$ cat config.mk
export PLATFORM = sky130hd
export DESIGN_NAME = pool_window_gather
export DESIGN_NICKNAME = d
export VERILOG_FILES = /design/src/rtl/cnn_pkg.sv /design/src/rtl/line_buffer.sv /design/src/rtl/pool_window_gather.sv
export SDC_FILE = /design/constraint.sdc
export NUM_CORES = 1
export LEC_CHECK = 0
export CAP_MARGIN = 40
export CORE_AREA = 2 2 112 135
export DETAILED_ROUTE_END_ITERATION = 7
export DIE_AREA = 0 0 114 137
export GPL_TIMING_DRIVEN = 0
export PLACE_DENSITY = 0.83
export SYNTH_ARGS = -nofsm -noshare
export SYNTH_HDL_FRONTEND = slang
export SYNTH_HIERARCHICAL = 1
export SYNTH_SLANG_ARGS = --single-unit
$ cat constraint.sdc
create_clock -name clk_in -period 7.1 [get_ports clk_in]
set_input_delay 1.42 -clock clk_in [delete_from_list [all_inputs] [get_ports clk_in]]
set_output_delay 1.42 -clock clk_in [all_outputs]
set_load 0.005 [all_outputs]
$ cat src/rtl/cnn_pkg.sv
// Shared CNN pipeline definitions: default pixel width, pool window size,
// FSM state encoding and a counter-width helper.
package cnn_pkg;

  localparam int BITS       = 16;
  localparam int POOL_ELEMS = 4;

  typedef enum logic [0:0] {
    ACCEPT = 1'b0,
    EMIT   = 1'b1
  } state_e;

  // Smallest counter width able to index n entries, never less than 1 bit.
  function automatic int clog2(input int n);
    int w;
    w = 1;
    while ((1 << w) < n) w++;
    return w;
  endfunction

endpackage

$ cat src/rtl/line_buffer.sv
// Single-row pixel store: one synchronous write port, one combinational read
// port, no reset (contents are don't-care until written).
module line_buffer #(
  parameter int bits  = 16,
  parameter int depth = 8,
  parameter int aw    = 3
) (
  input  logic            clk_in,
  input  logic            we_i,
  input  logic [aw-1:0]   waddr_i,
  input  logic [bits-1:0] wdata_i,
  input  logic [aw-1:0]   raddr_i,
  output logic [bits-1:0] rdata_o
);

  logic [bits-1:0] mem [depth];

  always_ff @(posedge clk_in) begin
    if (we_i) mem[waddr_i] <= wdata_i;
  end

  assign rdata_o = mem[raddr_i];

endmodule

$ cat src/rtl/pool_window_gather.sv
// Re-orders a row-major feature map into non-overlapping 2x2 windows, emitted
// as four consecutive samples for the serial max-pool stage.
module pool_window_gather
  import cnn_pkg::*;
#(
  parameter int bits       = BITS,
  parameter int img_width  = 8,
  parameter int img_height = 8
) (
  input  logic            clk_in,
  input  logic            rst_n,
  input  logic            clear,
  input  logic [bits-1:0] data_in,
  input  logic            valid_in,
  output logic            ready_in,
  output logic [bits-1:0] win_data,
  output logic            win_start,
  output logic            win_valid,
  output logic            frame_done
);

  localparam int CW = clog2(img_width);
  localparam int RW = clog2(img_height);
  localparam int KW = clog2(POOL_ELEMS);
  localparam logic [CW-1:0] COL_LAST = CW'(img_width - 1);
  localparam logic [RW-1:0] ROW_LAST = RW'(img_height - 1);

  if ((img_width % 2) != 0 || img_width < 2) begin : gWidthCheck
    $error("pool_window_gather: img_width must be even and >= 2");
  end
  if ((img_height % 2) != 0 || img_height < 2) begin : gHeightCheck
    $error("pool_window_gather: img_height must be even and >= 2");
  end

  state_e          state_q, state_d;
  logic [KW-1:0]   k_q, k_d;
  logic [CW-1:0]   col_q, col_d, winCol_q, winCol_d;
  logic [RW-1:0]   row_q, row_d;
  logic            lastWin_q, lastWin_d;
  logic [bits-1:0] bl_q, bl_d, br_q, br_d;
  logic            rdy_q;
  logic [bits-1:0] winData_q, winData_d;
  logic            winStart_q, winStart_d, winValid_q, winValid_d;
  logic            frameDone_q, frameDone_d;
  logic            lbWe, accept;
  logic [CW-1:0]   lbRaddr;
  logic [bits-1:0] lbRdata;

  // Top-left is read during the completing accept, top-right one cycle later.
  assign lbRaddr = (state_q == EMIT) ? winCol_q : (col_q - CW'(1));

  line_buffer #(.bits(bits), .depth(img_width), .aw(CW)) u_lineBuffer (
    .clk_in  (clk_in),
    .we_i    (lbWe),
    .waddr_i (col_q),
    .wdata_i (data_in),
    .raddr_i (lbRaddr),
    .rdata_o (lbRdata)
  );

  assign ready_in = rdy_q && (state_q == ACCEPT);
  assign accept   = valid_in && ready_in;

  always_comb begin
    state_d     = state_q;
    k_d         = k_q;
    col_d       = col_q;
    row_d       = row_q;
    winCol_d    = winCol_q;
    lastWin_d   = lastWin_q;
    bl_d        = bl_q;
    br_d        = br_q;
    lbWe        = 1'b0;
    winData_d   = '0;
    winStart_d  = 1'b0;
    winValid_d  = 1'b0;
    frameDone_d = 1'b0;
    if (clear) begin
      state_d = ACCEPT;
      k_d     = '0;
      col_d   = '0;
      row_d   = '0;
    end else if (state_q == ACCEPT) begin
      if (accept) begin
        col_d = (col_q == COL_LAST) ? '0 : col_q + CW'(1);
        if (col_q == COL_LAST) row_d = (row_q == ROW_LAST) ? '0 : row_q + RW'(1);
        if (!row_q[0]) begin
          lbWe = 1'b1;
        end else if (!col_q[0]) begin
          bl_d = data_in;
        end else begin
          br_d       = data_in;
          winCol_d   = col_q;
          lastWin_d  = (row_q == ROW_LAST) && (col_q == COL_LAST);
          state_d    = EMIT;
          k_d        = '0;
          winData_d  = lbRdata;
          winStart_d = 1'b1;
          winValid_d = 1'b1;
        end
      end
    end else begin
      // k_q names the element currently on the outputs; load the following one.
      unique case (k_q)
        KW'(0): begin
          winData_d  = lbRdata;
          winValid_d = 1'b1;
          k_d        = KW'(1);
        end
        KW'(1): begin
          winData_d  = bl_q;
          winValid_d = 1'b1;
          k_d        = KW'(2);
        end
        KW'(2): begin
          winData_d   = br_q;
          winValid_d  = 1'b1;
          frameDone_d = lastWin_q;
          k_d         = KW'(3);
        end
        default: begin
          state_d = ACCEPT;
          k_d     = '0;
        end
      endcase
    end
  end

  always_ff @(posedge clk_in or negedge rst_n) begin
    if (!rst_n) begin
      state_q     <= ACCEPT;
      k_q         <= '0;
      col_q       <= '0;
      row_q       <= '0;
      winCol_q    <= '0;
      lastWin_q   <= 1'b0;
      bl_q        <= '0;
      br_q        <= '0;
      rdy_q       <= 1'b0;
      winData_q   <= '0;
      winStart_q  <= 1'b0;
      winValid_q  <= 1'b0;
      frameDone_q <= 1'b0;
    end else begin
      state_q     <= state_d;
      k_q         <= k_d;
      col_q       <= col_d;
      row_q       <= row_d;
      winCol_q    <= winCol_d;
      lastWin_q   <= lastWin_d;
      bl_q        <= bl_d;
      br_q        <= br_d;
      rdy_q       <= 1'b1;
      winData_q   <= winData_d;
      winStart_q  <= winStart_d;
      winValid_q  <= winValid_d;
      frameDone_q <= frameDone_d;
    end
  end

  assign win_data   = winData_q;
  assign win_start  = winStart_q;
  assign win_valid  = winValid_q;
  assign frame_done = frameDone_q;

endmodule

==> summary.md <==
| Metric | Value |
|---|---|
| Status | finished, final reports clean |
| Register clock-pin slew on the reported worst setup and hold paths | 0.07 ns |
| CP endpoint | win_data[15] |
| Grt total ovfl | 0 |
| Crit path DAT | 3.92 ns |
| Final min period | 3.62 ns |
| RSZ-0062 raised after global routing | no |
| Crit Reg-Reg Startpoint | col_q[0] |
| Final estimated routing congestion in global placement | 0.750 |
| Min-Delay Path Class | flip-flop to flip-flop |
| Fill count | 933 |
| Reg2Reg Setup Slack | 3.48 ns |
| Critical path class | flip-flop to flip-flop |
| Cells after Synth | 397 |
| CP top delay family | compound AO/OA/AOI/OAI gates |
| Net Count, Synth | 426 |
| Vias | 4004 |
| Post-Route WL | 15600 um |
| Vias in the first global route | 4250 |
| RR Endpoint | win_data[15] |
| Flops & latches, synth | 192 |
| Drc violations | 0 |
| Worst-Skew Late Latency | 0.43 ns |
| Tcrit/Tclk final | 0.510 |
| Hold_buf cts | 0 |
| Area delta synth->final | 17.9% |
| Initial DRC Count | 322 |
| Crit Path Max Fanout | 13 |
| Post-DP HPWL | 9790 um |
| Max clock buf depth | 2 |
| Sequential cell area | 0.00545 mm^2 |
| Drt pass-1 iters | 5 |
| Seq/Total Area, Yosys | 0.703 |
| Avg Inst Size Synth | 19.5 um^2 |
| Layout Nets | 492 |
| Number of CTS-inserted buffers | 17 |
| Relative slew slack | 0.446 |
| Peak VDD IR | 0.167 mV |
| Ratio of cells with drive above 1 in the final layout | 0.248 |
| Ant diodes | 0 |
| Synth unique cells | 36 |
| Slew @ Worst Pin | 0.831 ns |
| DIE AREA | 0.0156 mm^2 |
| Slowest stage delay, CP | 0.65 ns |
| WL/cell | 24.0 um |
| CP max stage cell | buf_1 |
| Levels on crit path | 9 |
| PortBufs | 39 |
| IO Count | 40 |
| Pwr Total | 0.00232 W |
| PwrDens | 254 mW/mm^2 |
| CTS sink cnt | 192 |
| Post-CTS sizing | 0 |
| Pins Over Slew Limit | 0 |
| First-pass GRT wire length | 23900 um |
| Top FF cell, synth | edfxtp_1 |
| Most frequent cells in the layout | edfxtp_1 (128), dfrtp_1 (64), mux2_2 (40) |
| Warnings from Yosys | 6 |
| Die height | 137 um |
| Final setup fails | 0 |
| Largest net degree at the start of global routing | 65 |
| Vias per Instance | 6.15 |
| Skew final | 0.00616 ns |
| Buffers and inverters on the worst path | 2 |
| Synth async-reset ratio | 0.333 |
| Most common cell after layout, fill and taps aside | edfxtp_1 |
| Antenna violations before repair | 0 |
| Hold Vio Cnt, Final | 0 |
| Root Driver | clkbuf_16 |
| Req. time, crit path | 7.40 ns |
| Synth Cell Area | 0.00774 mm^2 |
| Routed Antenna Nets | 0 |
| Core Rows | 48 |
| R2R cell count | 9 |
| Leak | 3.54 nW |
| Fmax achieved | 0.276 GHz |
| Starting Density | 0.542 |
| CP startpoint kind | flip-flop |
| CTS tree | done |
| Crit end category | flip-flop |
| Number of synthesized flops with an enable pin | 128 |
| Max Cap Violations | 0 |
| H-tree level count | 4 |
| Setup TNS | 0 ns |
| DIE WIDTH | 114 um |
| Footprint of the multi-input gates | 0.00216 mm^2 |
| Total track usage | 0.215 |
| Cell Chain, Critical Path | inv_1 > ha_1 > xnor2_1 > o21ai_0 > buf_1 > mux4_2 > mux2_2 > a222oi_1 > o2bb2ai_1 |
| Core ar. | 0.0143 mm^2 |
| Post-CTS Setup Inserts | 0 |
| Worst setup path start | col_q[0] |
==> kinds of logic after synthesis <==
group	count (synthesis)	synth area share
compound gates	40	0.0414
flops	192	0.703
simple gates	38	0.0267
buf+inv	28	0.0205
xor+xnor	1	0.00113
mux	88	0.192
fa+ha+maj	9	0.0145
other cells	1	0.000484
==> cell usage after synthesis (2+ instances only) <==
library cell | instances | area [um^2]
a21oi_1 | 2 | 10.0
nand2b_1 | 4 | 25.0
nor2_1 | 12 | 45.0
edfxtp_1 | 128 | 3840
or3_1 | 2 | 12.5
mux2i_1 | 6 | 60.1
ha_1 | 9 | 113
inv_1 | 6 | 22.5
buf_1 | 4 | 15.0
o2bb2ai_1 | 16 | 140
mux4_2 | 4 | 90.1
a22oi_1 | 16 | 120
mux4_1 | 28 | 736
mux2_2 | 40 | 450
mux2_4 | 10 | 150
nand2_1 | 9 | 33.8
o21ai_0 | 3 | 15.0
buf_2 | 3 | 15.0
clkbuf_1 | 7 | 26.3
dfrtp_1 | 64 | 1600
nor3_1 | 4 | 20.0
buf_6 | 6 | 67.6
==> stage by stage <==
stage               setup slack [ns]  std cells   util  area [um^2]  hold WS, ns
floorplan                       3.60        397      -         7740        0.440
global placement                2.02        611  0.584         8350        0.458
detailed placement              3.10        619  0.594         8490        0.455
CTS                             3.52        651  0.639         9130        0.481
global route                    3.25        651  0.639         9130        0.505
finish                          3.48        651  0.639         9130        0.484
==> worst register-to-register path: cells and delay by family, from the launching register on <==
family / cells / cell delay (ns)
AOI/OAI and AO/OA: 3 / 1.09
muxes: 2 / 0.71
buffers and inverters: 2 / 0.75
xor gates and xnor gates: 1 / 0.12
adders and majority gates: 1 / 0.22
DFF: 1 / 0.61
==> layer usage <==
layer	track usage	part of all wire	up-vias
met5	0	0	-
met4	0.125	0.041	0
met3	0.0492	0.064	44
met2	0.351	0.52	151
met1	0.264	0.37	2079
li1	-	-	1730
==> flip-flops by register name, summed over array words and instances, names as in the netlist <==
register,cells
win_data,16
win_start,1
winCol_q,3
rdy_q,1
u_lineBuffer/mem,128
win_valid,1
k_q,2
bl_q,16
col_q,3
row_q,3
frame_done,1
lastWin_q,1
br_q,16
==> where the power goes <==
| group | switching (W) | leakage, nW | internal (W) |
|---|---|---|---|
| logic | 0.0000562 | 1.19 | 0.0000489 |
| clock network | 0.000403 | 0.314 | 0.000610 |
| registers | 0.00000325 | 2.04 | 0.00120 |
==> worst min path at each step <==
stage                     start     endpoint  slack [ns]  cells after the start
finish              winCol_q[0]  winCol_q[0]        0.48                      1
global route        winCol_q[0]  winCol_q[0]        0.51                      1
CTS                 winCol_q[0]  winCol_q[0]        0.48                      1
detailed placement  winCol_q[0]  winCol_q[0]        0.46                      1
global placement    winCol_q[0]  winCol_q[0]        0.46                      1
floorplan           winCol_q[0]  winCol_q[0]        0.44                      1
==> layout make-up <==
| class | count | share of cell area |
|---|---|---|
| buffer | 22 | 0.0149 |
| clock buffer | 19 | 0.0496 |
| clock inverter | 13 | 0.0200 |
| inverter | 6 | 0.00247 |
| multi-input combinational | 177 | 0.237 |
| sequential | 192 | 0.597 |
| tap | 175 | 0.0240 |
| timing repair buffer | 47 | 0.0554 |
Note: power is estimated with default switching activity, not from simulation.
